==> src/rtl/fft_pkg.sv <==
// Shared definitions for the FFT output reorder path.
//   rd_state_t  : read-side FSM states
//   data_width  : sample component width from integer/fraction bit counts
//   addr_width  : index width for a frame of nfft samples
//   bitrev      : reverses the low w bits of v
package fft_pkg;

  typedef enum logic {
    IDLE = 1'b0,
    READ = 1'b1
  } rd_state_t;

  function automatic int data_width(input int integer_size, input int fract_size);
    return integer_size + fract_size;
  endfunction

  function automatic int addr_width(input int nfft);
    return $clog2(nfft);
  endfunction

  function automatic logic [31:0] bitrev(input logic [31:0] v, input int w);
    logic [31:0] r;
    r = '0;
    for (int k = 0; k < w; k++) begin
      r[w-1-k] = v[k];
    end
    return r;
  endfunction

endpackage

==> src/rtl/fft_reorder_ram.sv <==
// Simple dual-port storage for the reorder buffer: one write port, one
// registered read port. Address is {bank, index}; no reset on contents.
//   clk            : clock
//   wr_en/wr_addr/wr_data : write port
//   rd_en/rd_addr  : read request, data appears on rd_data after the edge
//   rd_data        : registered read data
module fft_reorder_ram
  import fft_pkg::*;
#(
  parameter int WIDTH   = 36,
  parameter int DEPTH_W = 7
) (
  input  logic               clk,
  input  logic               wr_en,
  input  logic [DEPTH_W-1:0] wr_addr,
  input  logic [WIDTH-1:0]   wr_data,
  input  logic               rd_en,
  input  logic [DEPTH_W-1:0] rd_addr,
  output logic [WIDTH-1:0]   rd_data
);

  logic [WIDTH-1:0] mem [2**DEPTH_W];
  logic [WIDTH-1:0] rd_data_q;

  always_ff @(posedge clk) begin
    if (wr_en) begin
      mem[wr_addr] <= wr_data;
    end
  end

  always_ff @(posedge clk) begin
    if (rd_en) begin
      rd_data_q <= mem[rd_addr];
    end
  end

  assign rd_data = rd_data_q;

endmodule

==> src/rtl/fft_reorder_buffer.sv <==
// Converts bit-reversed FFT output into natural order using two ping-pong
// banks: one bank is filled while the other is streamed out.
//   clk, rst          : clock, synchronous active-high reset
//   in_valid/in_start : input sample strobe, first-sample-of-frame marker
//   in_r/in_i         : bit-reversed-order input samples
//   out_valid         : out_r/out_i carry a natural-order sample
//   out_first/last    : bin 0 / bin NFFT-1 markers
//   frame_drop        : pulse when a partial frame is abandoned by in_start
module fft_reorder_buffer
  import fft_pkg::*;
#(
  parameter  int INTEGER_SIZE = 4,
  parameter  int FRACT_SIZE   = 14,
  parameter  int NFFT         = 64,
  localparam int DATA_WIDTH   = data_width(INTEGER_SIZE, FRACT_SIZE),
  localparam int ADDR_W       = addr_width(NFFT)
) (
  input  logic                         clk,
  input  logic                         rst,
  input  logic                         in_valid,
  input  logic                         in_start,
  input  logic signed [DATA_WIDTH-1:0] in_r,
  input  logic signed [DATA_WIDTH-1:0] in_i,
  output logic signed [DATA_WIDTH-1:0] out_r,
  output logic signed [DATA_WIDTH-1:0] out_i,
  output logic                         out_valid,
  output logic                         out_first,
  output logic                         out_last,
  output logic                         frame_drop
);

  localparam logic [ADDR_W-1:0] LAST_IDX = ADDR_W'(NFFT - 1);

  // write side
  logic [ADDR_W-1:0] wr_cnt_q, wr_cnt_d;
  logic              wr_bank_q, wr_bank_d;
  logic [1:0]        full_q, full_d, full_set, full_clr;
  logic              drop_q, drop_d;
  logic              ram_we;
  logic [ADDR_W-1:0] wr_idx;

  // read side
  rd_state_t         state_q, state_d;
  logic              rd_bank_q, rd_bank_d;
  logic [ADDR_W-1:0] rd_idx_q, rd_idx_d;
  logic              other_bank;
  logic              issue;
  logic              iss_bank;
  logic [ADDR_W-1:0] iss_idx;
  logic [2*DATA_WIDTH-1:0] ram_rd_data;

  // pipeline
  logic                         vld_p1_q, first_p1_q, last_p1_q;
  logic signed [DATA_WIDTH-1:0] out_r_q, out_r_d, out_i_q, out_i_d;
  logic                         out_valid_q, out_valid_d;
  logic                         out_first_q, out_first_d;
  logic                         out_last_q, out_last_d;

  always_comb begin
    wr_cnt_d  = wr_cnt_q;
    wr_bank_d = wr_bank_q;
    full_set  = '0;
    drop_d    = 1'b0;
    wr_idx    = '0;
    ram_we    = 1'b0;
    if (in_valid && !rst) begin
      ram_we = 1'b1;
      if (in_start) begin
        // A start always begins a fresh frame at index 0; any partially
        // written frame in this bank is simply overwritten.
        wr_idx   = '0;
        wr_cnt_d = ADDR_W'(1);
        drop_d   = (wr_cnt_q != '0);
      end else begin
        wr_idx   = ADDR_W'(bitrev(32'(wr_cnt_q), ADDR_W));
        wr_cnt_d = wr_cnt_q + 1'b1;
        if (wr_cnt_q == LAST_IDX) begin
          full_set[wr_bank_q] = 1'b1;
          wr_bank_d           = ~wr_bank_q;
        end
      end
    end
  end

  assign other_bank = ~rd_bank_q;

  always_comb begin
    state_d   = state_q;
    rd_bank_d = rd_bank_q;
    rd_idx_d  = rd_idx_q;
    full_clr  = '0;
    issue     = 1'b0;
    iss_bank  = rd_bank_q;
    iss_idx   = rd_idx_q;
    unique case (state_q)
      IDLE: begin
        // Issue index 0 straight from IDLE so the first sample leaves two
        // edges after the frame completes.
        if (|full_q) begin
          issue     = 1'b1;
          iss_bank  = ~full_q[0];
          iss_idx   = '0;
          state_d   = READ;
          rd_bank_d = ~full_q[0];
          rd_idx_d  = ADDR_W'(1);
        end
      end
      READ: begin
        issue    = 1'b1;
        rd_idx_d = rd_idx_q + 1'b1;
        if (rd_idx_q == LAST_IDX) begin
          full_clr[rd_bank_q] = 1'b1;
          // A bank completing on this very edge counts as full, so the
          // next frame follows with no idle cycle.
          if (full_q[other_bank] || full_set[other_bank]) begin
            rd_bank_d = other_bank;
          end else begin
            state_d = IDLE;
          end
        end
      end
      default: state_d = IDLE;
    endcase
  end

  assign full_d = (full_q | full_set) & ~full_clr;

  fft_reorder_ram #(
    .WIDTH  (2*DATA_WIDTH),
    .DEPTH_W(ADDR_W + 1)
  ) u_ram (
    .clk    (clk),
    .wr_en  (ram_we),
    .wr_addr({wr_bank_q, wr_idx}),
    .wr_data({in_r, in_i}),
    .rd_en  (issue),
    .rd_addr({iss_bank, iss_idx}),
    .rd_data(ram_rd_data)
  );

  always_comb begin
    out_valid_d = vld_p1_q;
    out_first_d = vld_p1_q & first_p1_q;
    out_last_d  = vld_p1_q & last_p1_q;
    out_r_d     = out_r_q;
    out_i_d     = out_i_q;
    if (vld_p1_q) begin
      out_r_d = ram_rd_data[2*DATA_WIDTH-1:DATA_WIDTH];
      out_i_d = ram_rd_data[DATA_WIDTH-1:0];
    end
  end

  always_ff @(posedge clk) begin
    if (rst) begin
      wr_cnt_q    <= '0;
      wr_bank_q   <= 1'b0;
      full_q      <= '0;
      drop_q      <= 1'b0;
      state_q     <= IDLE;
      rd_bank_q   <= 1'b0;
      rd_idx_q    <= '0;
      vld_p1_q    <= 1'b0;
      first_p1_q  <= 1'b0;
      last_p1_q   <= 1'b0;
      out_r_q     <= '0;
      out_i_q     <= '0;
      out_valid_q <= 1'b0;
      out_first_q <= 1'b0;
      out_last_q  <= 1'b0;
    end else begin
      wr_cnt_q    <= wr_cnt_d;
      wr_bank_q   <= wr_bank_d;
      full_q      <= full_d;
      drop_q      <= drop_d;
      state_q     <= state_d;
      rd_bank_q   <= rd_bank_d;
      rd_idx_q    <= rd_idx_d;
      // stage p1: RAM read data registered, markers follow alongside
      vld_p1_q    <= issue;
      first_p1_q  <= issue && (iss_idx == '0);
      last_p1_q   <= issue && (iss_idx == LAST_IDX);
      // stage p2: output register
      out_r_q     <= out_r_d;
      out_i_q     <= out_i_d;
      out_valid_q <= out_valid_d;
      out_first_q <= out_first_d;
      out_last_q  <= out_last_d;
    end
  end

  assign out_r      = out_r_q;
  assign out_i      = out_i_q;
  assign out_valid  = out_valid_q;
  assign out_first  = out_first_q;
  assign out_last   = out_last_q;
  assign frame_drop = drop_q;

endmodule

==> config.mk <==
export PLATFORM = sky130hd
export DESIGN_NAME = fft_reorder_buffer
export DESIGN_NICKNAME = d
export VERILOG_FILES = /design/src/rtl/fft_pkg.sv /design/src/rtl/fft_reorder_ram.sv /design/src/rtl/fft_reorder_buffer.sv
export SDC_FILE = /design/constraint.sdc
export NUM_CORES = 2
export LEC_CHECK = 0
export CAP_MARGIN = 30
export CORE_ASPECT_RATIO = 0.9
export CORE_UTILIZATION = 45
export CTS_CLUSTER_SIZE = 12
export DETAILED_ROUTE_END_ITERATION = 12
export SYNTH_ARGS = -nofsm -noshare
export SYNTH_HDL_FRONTEND = slang
export SYNTH_MEMORY_MAX_BITS = 65536
export SYNTH_SLANG_ARGS = --single-unit
==> constraint.sdc <==
create_clock -name clk -period 5.5 [get_ports clk]
set_input_delay 1.1 -clock clk [delete_from_list [all_inputs] [get_ports clk]]
set_output_delay 1.1 -clock clk [all_outputs]
set_load 0.05 [all_outputs]
Word-level counts from Yosys, hierarchy flattened
Memories as Yosys holds them, arrays and structs flattened. A register that Yosys moved wholly into a read port is not among the register bits.
Index checks and enable logic that the tools add are counted.
Widths: inputs -> output; s select.
- RAM bits: 4608
- memories kept: 1
- output and inout port bits: 40
- bits of input ports: 40
- register bits: 60
- memory list (memory ; words ; width ; read ports ; clocked after memory_dff ; write ports ; RTL line ; source):
    u_ram.mem ; 128 ; 36 ; 1 ; 1 ; 1 ; fft_reorder_ram.sv:22 ; logic [WIDTH-1:0] mem [2**DEPTH_W];
- $lt $le $gt $ge: 5
- equality and inequality tests: 6
- $add $sub $neg: 2
- mux-type cells: 33
- bitwise gates (word level): 11
- reductions and logical operators: 13
- operator list (kind ; count):
    $mux 6 ; 6
    $eq 6x6->1 const B ; 3
    $mux 1 ; 16
    $add 6x1->6 const B ; 2
    $pmux 6 s2 ; 1
    $mux 2 ; 5
    $logic_not 6->1 ; 1
    $lt 1x2->1 const B ; 3
    $not 1->1 ; 6
    $pmux 1 s2 ; 3
    $reduce_bool 6->1 ; 1
    $logic_and 1x1->1 ; 5
    $ne 2x1->1 const B ; 2
    $reduce_and 3->1 ; 1
    $reduce_or 3->1 ; 1
    $and 1x1->1 ; 2
    $and 2x2->2 ; 1
    $demux 1 s1 ; 2
    $ge 1x1->1 const B ; 2
    $ne 2x2->1 const B ; 1
    $not 2->2 ; 1
    $or 2x2->2 ; 1
    $reduce_and 2->1 ; 1
    $reduce_or 2->1 ; 1
    2 further kinds ; 2

Longest topological paths before layout
- depth after elaboration: 13
- mapped depth: 14

By module
A second synthesis with hierarchy kept.
- cells, all modules: 6966
- area total of the unflattened synthesis: 178459.9 µm²
- modules (own cells, without submodules) (module ; area an instance (µm²) ; seq. area each (µm²) ; times used ; cells each):
    fft_reorder_ram ; 176045.1 ; 139453.7 ; 1 ; 6715
    fft_reorder_buffer ; 2414.8 ; 1201.2 ; 1 ; 251

Worst setup path before layout
No wires, ideal clock.
- path kind: input-to-reg
- start: in rst
- end: mem u_ram.mem[99][0] (enable)
- slack: 1061 ps
- path buffers: 2
- arrival time: 4009 ps
- stages on the path: 6
- cells stage by stage: clkbuf_1 -> or3b_2 -> nor2_1 -> nand2_1 -> clkbuf_1 -> nor2_1
- word-level cells in the longest chain between the ends: 5
- elaborated cells between the ends (all ways): 6
- classes of those cells: mux (4); reduce/logical (2)
- RTL lines (what ; RTL line ; source):
    start: declaration ; fft_reorder_buffer.sv:19 ; input logic rst,
    $logic_not 1->1 * ; fft_reorder_buffer.sv:66 ; if (in_valid && !rst) begin
    $logic_and 1x1->1 * ; fft_reorder_buffer.sv:66 ;
    $mux 1 ; fft_reorder_buffer.sv:66 ;
    $mux 1 ; fft_reorder_ram.sv:26 ; if (wr_en) begin
    $mux 1 (not written as such) ; fft_reorder_ram.sv:27 ; mem[wr_addr] <= wr_data;
    end: declaration ; fft_reorder_ram.sv:22 ;
Every way passes the cells marked *; elsewhere a longest branch is shown, timed or not.

Final worst setup path
- start: reg state_q
- end: reg u_ram.rd_data_q[15], in the netlist u_ram.rd_data[15] (read register of u_ram.mem) (data pin)
- word-level cells in the longest chain between the ends: 2
- elaborated cells between the ends (all ways): 4
- classes of those cells: mux (3); bitwise (1)
- RTL lines (what ; RTL line ; source):
    start: declaration ; fft_reorder_buffer.sv:43 ; rd_state_t state_q, state_d;
    start signal: assignment ; fft_reorder_buffer.sv:175 ; state_q <= state_d;
    $not 1->1 ; - ;
    $pmux 1 s2 ; fft_reorder_buffer.sv:95 ; unique case (state_q)
    end: declaration ; fft_reorder_ram.sv:23 ; logic [WIDTH-1:0] rd_data_q;
Several ways; a longest one is shown, not always the timed one.
A chain may end at the register's enable or synchronous reset.

==> reports/metrics.cfg <==
[logic_synthesis]
ys_top_cells_by_area = edfxtp_1 (77%), mux2i_1 (7.0%), o22ai_1 (1.5%)
syn_avg_cell_area_um2 = 17.1
ys.flop_type = edfxtp_1
ys_seq_elements = 4704
syn_area_mm2 = 0.182
yosys.area.top_type_share = 0.766
ys_seq_area_frac = 0.773
synthCells = 10636
async_reset_ff_frac = 0
yosysTopAreaCell = edfxtp_1
synthTopCellsByCount = edfxtp_1 (4644), mux2i_1 (1264), nand2_1 (567), o22ai_1 (449), buf_2 (407)
synthesis.nets = 10679
ys_types = 95
synth_warnings = 0
synth_edf_count = 4644
synthMostInstantiatedCell = edfxtp_1

[timing]
hold_viol = 0
rsz0062_at_grt = no
clock.fmax_ghz = 0.200
worst_pin_slew_ns = 1.28
timing.final.ws_setup_ns = 0.504
setup_tns_ns = 0
setup_violations = 0
skew_ns = 0.103
slew_viol_final = 0
period_needed_ns = 5.00
timing.final.crit_share = 0.908
max_slew_margin = 0.147

[global_route]
grt_pass1_wl_um = 890000
gr-usage-all-layers = 0.317
grt_max_degree = 129
grt_pass1_vias = 104061
overflow = 0
antenna_found_initial = 82

[drt]
num_vias = 112244
totalWireLength_um = 663000
drc = 0
dr.pass1.iters = 8
drt_iter0_drc = 21664
wl_per_cell_um = 39.3
ant_nets = 0
vias_per_cell = 6.65

[min_path]
hp-class = in2reg
hp-start = rst

[floorplan]
num_rows = 221
dieArea_mm2 = 0.407
die_w_um = 672
io_pins = 80
core_mm2 = 0.403
die_h_um = 605
initial_core_util = 0.452

[critical_path]
cp.required_ns = 6.18
crit_path_max_fanout = 61
r2r_start = state_q
arrival_ns = 5.68
path_class = reg2reg
crit_start = state_q
r2r_end = u_ram.rd_data[15]
endpoint = u_ram.rd_data[15]
reg2reg_depth = 9
r2r_slack_ns = 0.50
end_kind = register
cp-start-kind = register

[clocking]
hold_buffers = 0
clock_sinks = 4704
clkLatencyLatePin_ns = 1.07
cts_resized = 0
cts.reportedPaths.clkPinSlew_ns = 0.06
htreeDepth = 5
numCtsBuffers = 461
post_cts_buffers = 0
cts_root_buf = clkbuf_16
clockBufferDepth = 4
cts_tree = built

[placed_design]
portBuffers = 79
place_congestion = 0.954
place_ws_ns = 0.716
place_hpwl_um = 394000

[finish]
drive_gt1_frac = 0.151
nNetsFinal = 11228
syn2layout_area_growth_pct = 14.7
fillers = 32310

[outcome]
status = finished, final reports clean

[run]
cap_violations = 0

[power]
leakage_uw = 0.0654
ir_worst_vdd_uv = 292
power.density_mw_per_mm2 = 334

==> flip-flops by register name, indices dropped and copies added (netlist names), 2 cells and up <==
name	flops
out_i	18
full_q	2
rd_idx_q	6
u_ram.mem	4608
u_ram.rd_data	36
wr_cnt_q	6
out_r	18
==> where the power goes <==
group          switching, uW  total [uW]  internal (uW)  leakage [uW]
Sequential              7.45       39400          39400        0.0422
Combinational            889        1010            125        0.0167
Clock                  13300       29300          16000       0.00648
Total                  14200       69800          55500        0.0654
==> cell families after synthesis <==
kind of cell,after synthesis,synth area share
and+or+nand+nor,1600,0.0411
muxes,1476,0.0829
adders and majority gates,3,0.000206
DFF,4704,0.773
buffers and inverters,728,0.0196
xor gates and xnor gates,3,0.000144
AOI/OAI and AO/OA,2122,0.0831
==> per-stage QoR <==
stage                     area [um^2]  power (uW)  hold WS, ns   util  std cells
after floorplan                182000       40200        0.406      -      10636
after CTS                      208000       69800        0.265  0.518      16826
after detailed placement       195000       41100        0.428  0.484      16060
after global routing           209000       71100        0.313  0.518      16842
final                          209000       69800        0.319  0.519      16873
after global placement         195000       41100        0.426  0.484      16038
==> per-layer routing <==
| metal | vias up | track usage | part of all wire |
|---|---|---|---|
| li1 | 44053 | - | - |
| met1 | 57742 | 0.438 | 0.37 |
| met2 | 8937 | 0.452 | 0.42 |
| met3 | 1466 | 0.109 | 0.15 |
| met4 | 46 | 0.148 | 0.054 |
| met5 | - | 0.000936 | 0.00065 |
==> worst min-delay path by stage <==
stage | end | slack, ns | cells after the start
2_1_floorplan | out_first | 0.41 | 1
3_3_place_gp | out_first | 0.43 | 1
3_5_place_dp | out_last | 0.43 | 1
4_1_cts | wr_cnt_q[0] | 0.27 | 2
5_1_grt | wr_cnt_q[0] | 0.31 | 2
6_report | wr_cnt_q[0] | 0.32 | 2
==> placed cells by master (no fill, tap or decap), types with 59 or more instances in the layout <==
cell,count
clkbuf_1,190
buf_4,549
nand2_1,554
a21oi_1,214
a31oi_1,115
a221oi_1,66
clkbuf_16,465
nor2b_1,123
o22ai_1,449
mux2i_1,1264
nor4_1,60
nand3_1,171
edfxtp_1,4644
mux2_2,205
a222oi_1,70
nor2_1,258
o211ai_1,114
a22oi_1,83
nor3_1,59
buf_12,179
o21ai_0,180
a211oi_1,320
nor2_4,142
o22a_1,64
o221ai_1,96
==> critical path, stage by stage (launching register included) <==
cell      delay (ns)
dfxtp_1         0.52
o21ba_4         0.39
buf_12          0.32
nor2_2          0.74
buf_4           0.50
a311oi_1        0.13
o41a_1          0.76
nor4_1          0.85
buf_4           0.25
a31oi_1         0.05
==> cell type report <==
cell class,instances,area (um^2),area share
inverter,22,87.6,0.000420
clock buffer,665,12500,0.0598
multi-input combinational,5204,39200,0.188
antenna,33,82.6,0.000396
tap,5352,6700,0.0321
timing repair buffer,792,8520,0.0408
sequential,4704,141000,0.674
clock inverter,101,975,0.00467
Note: power is estimated with default switching activity, not from simulation.
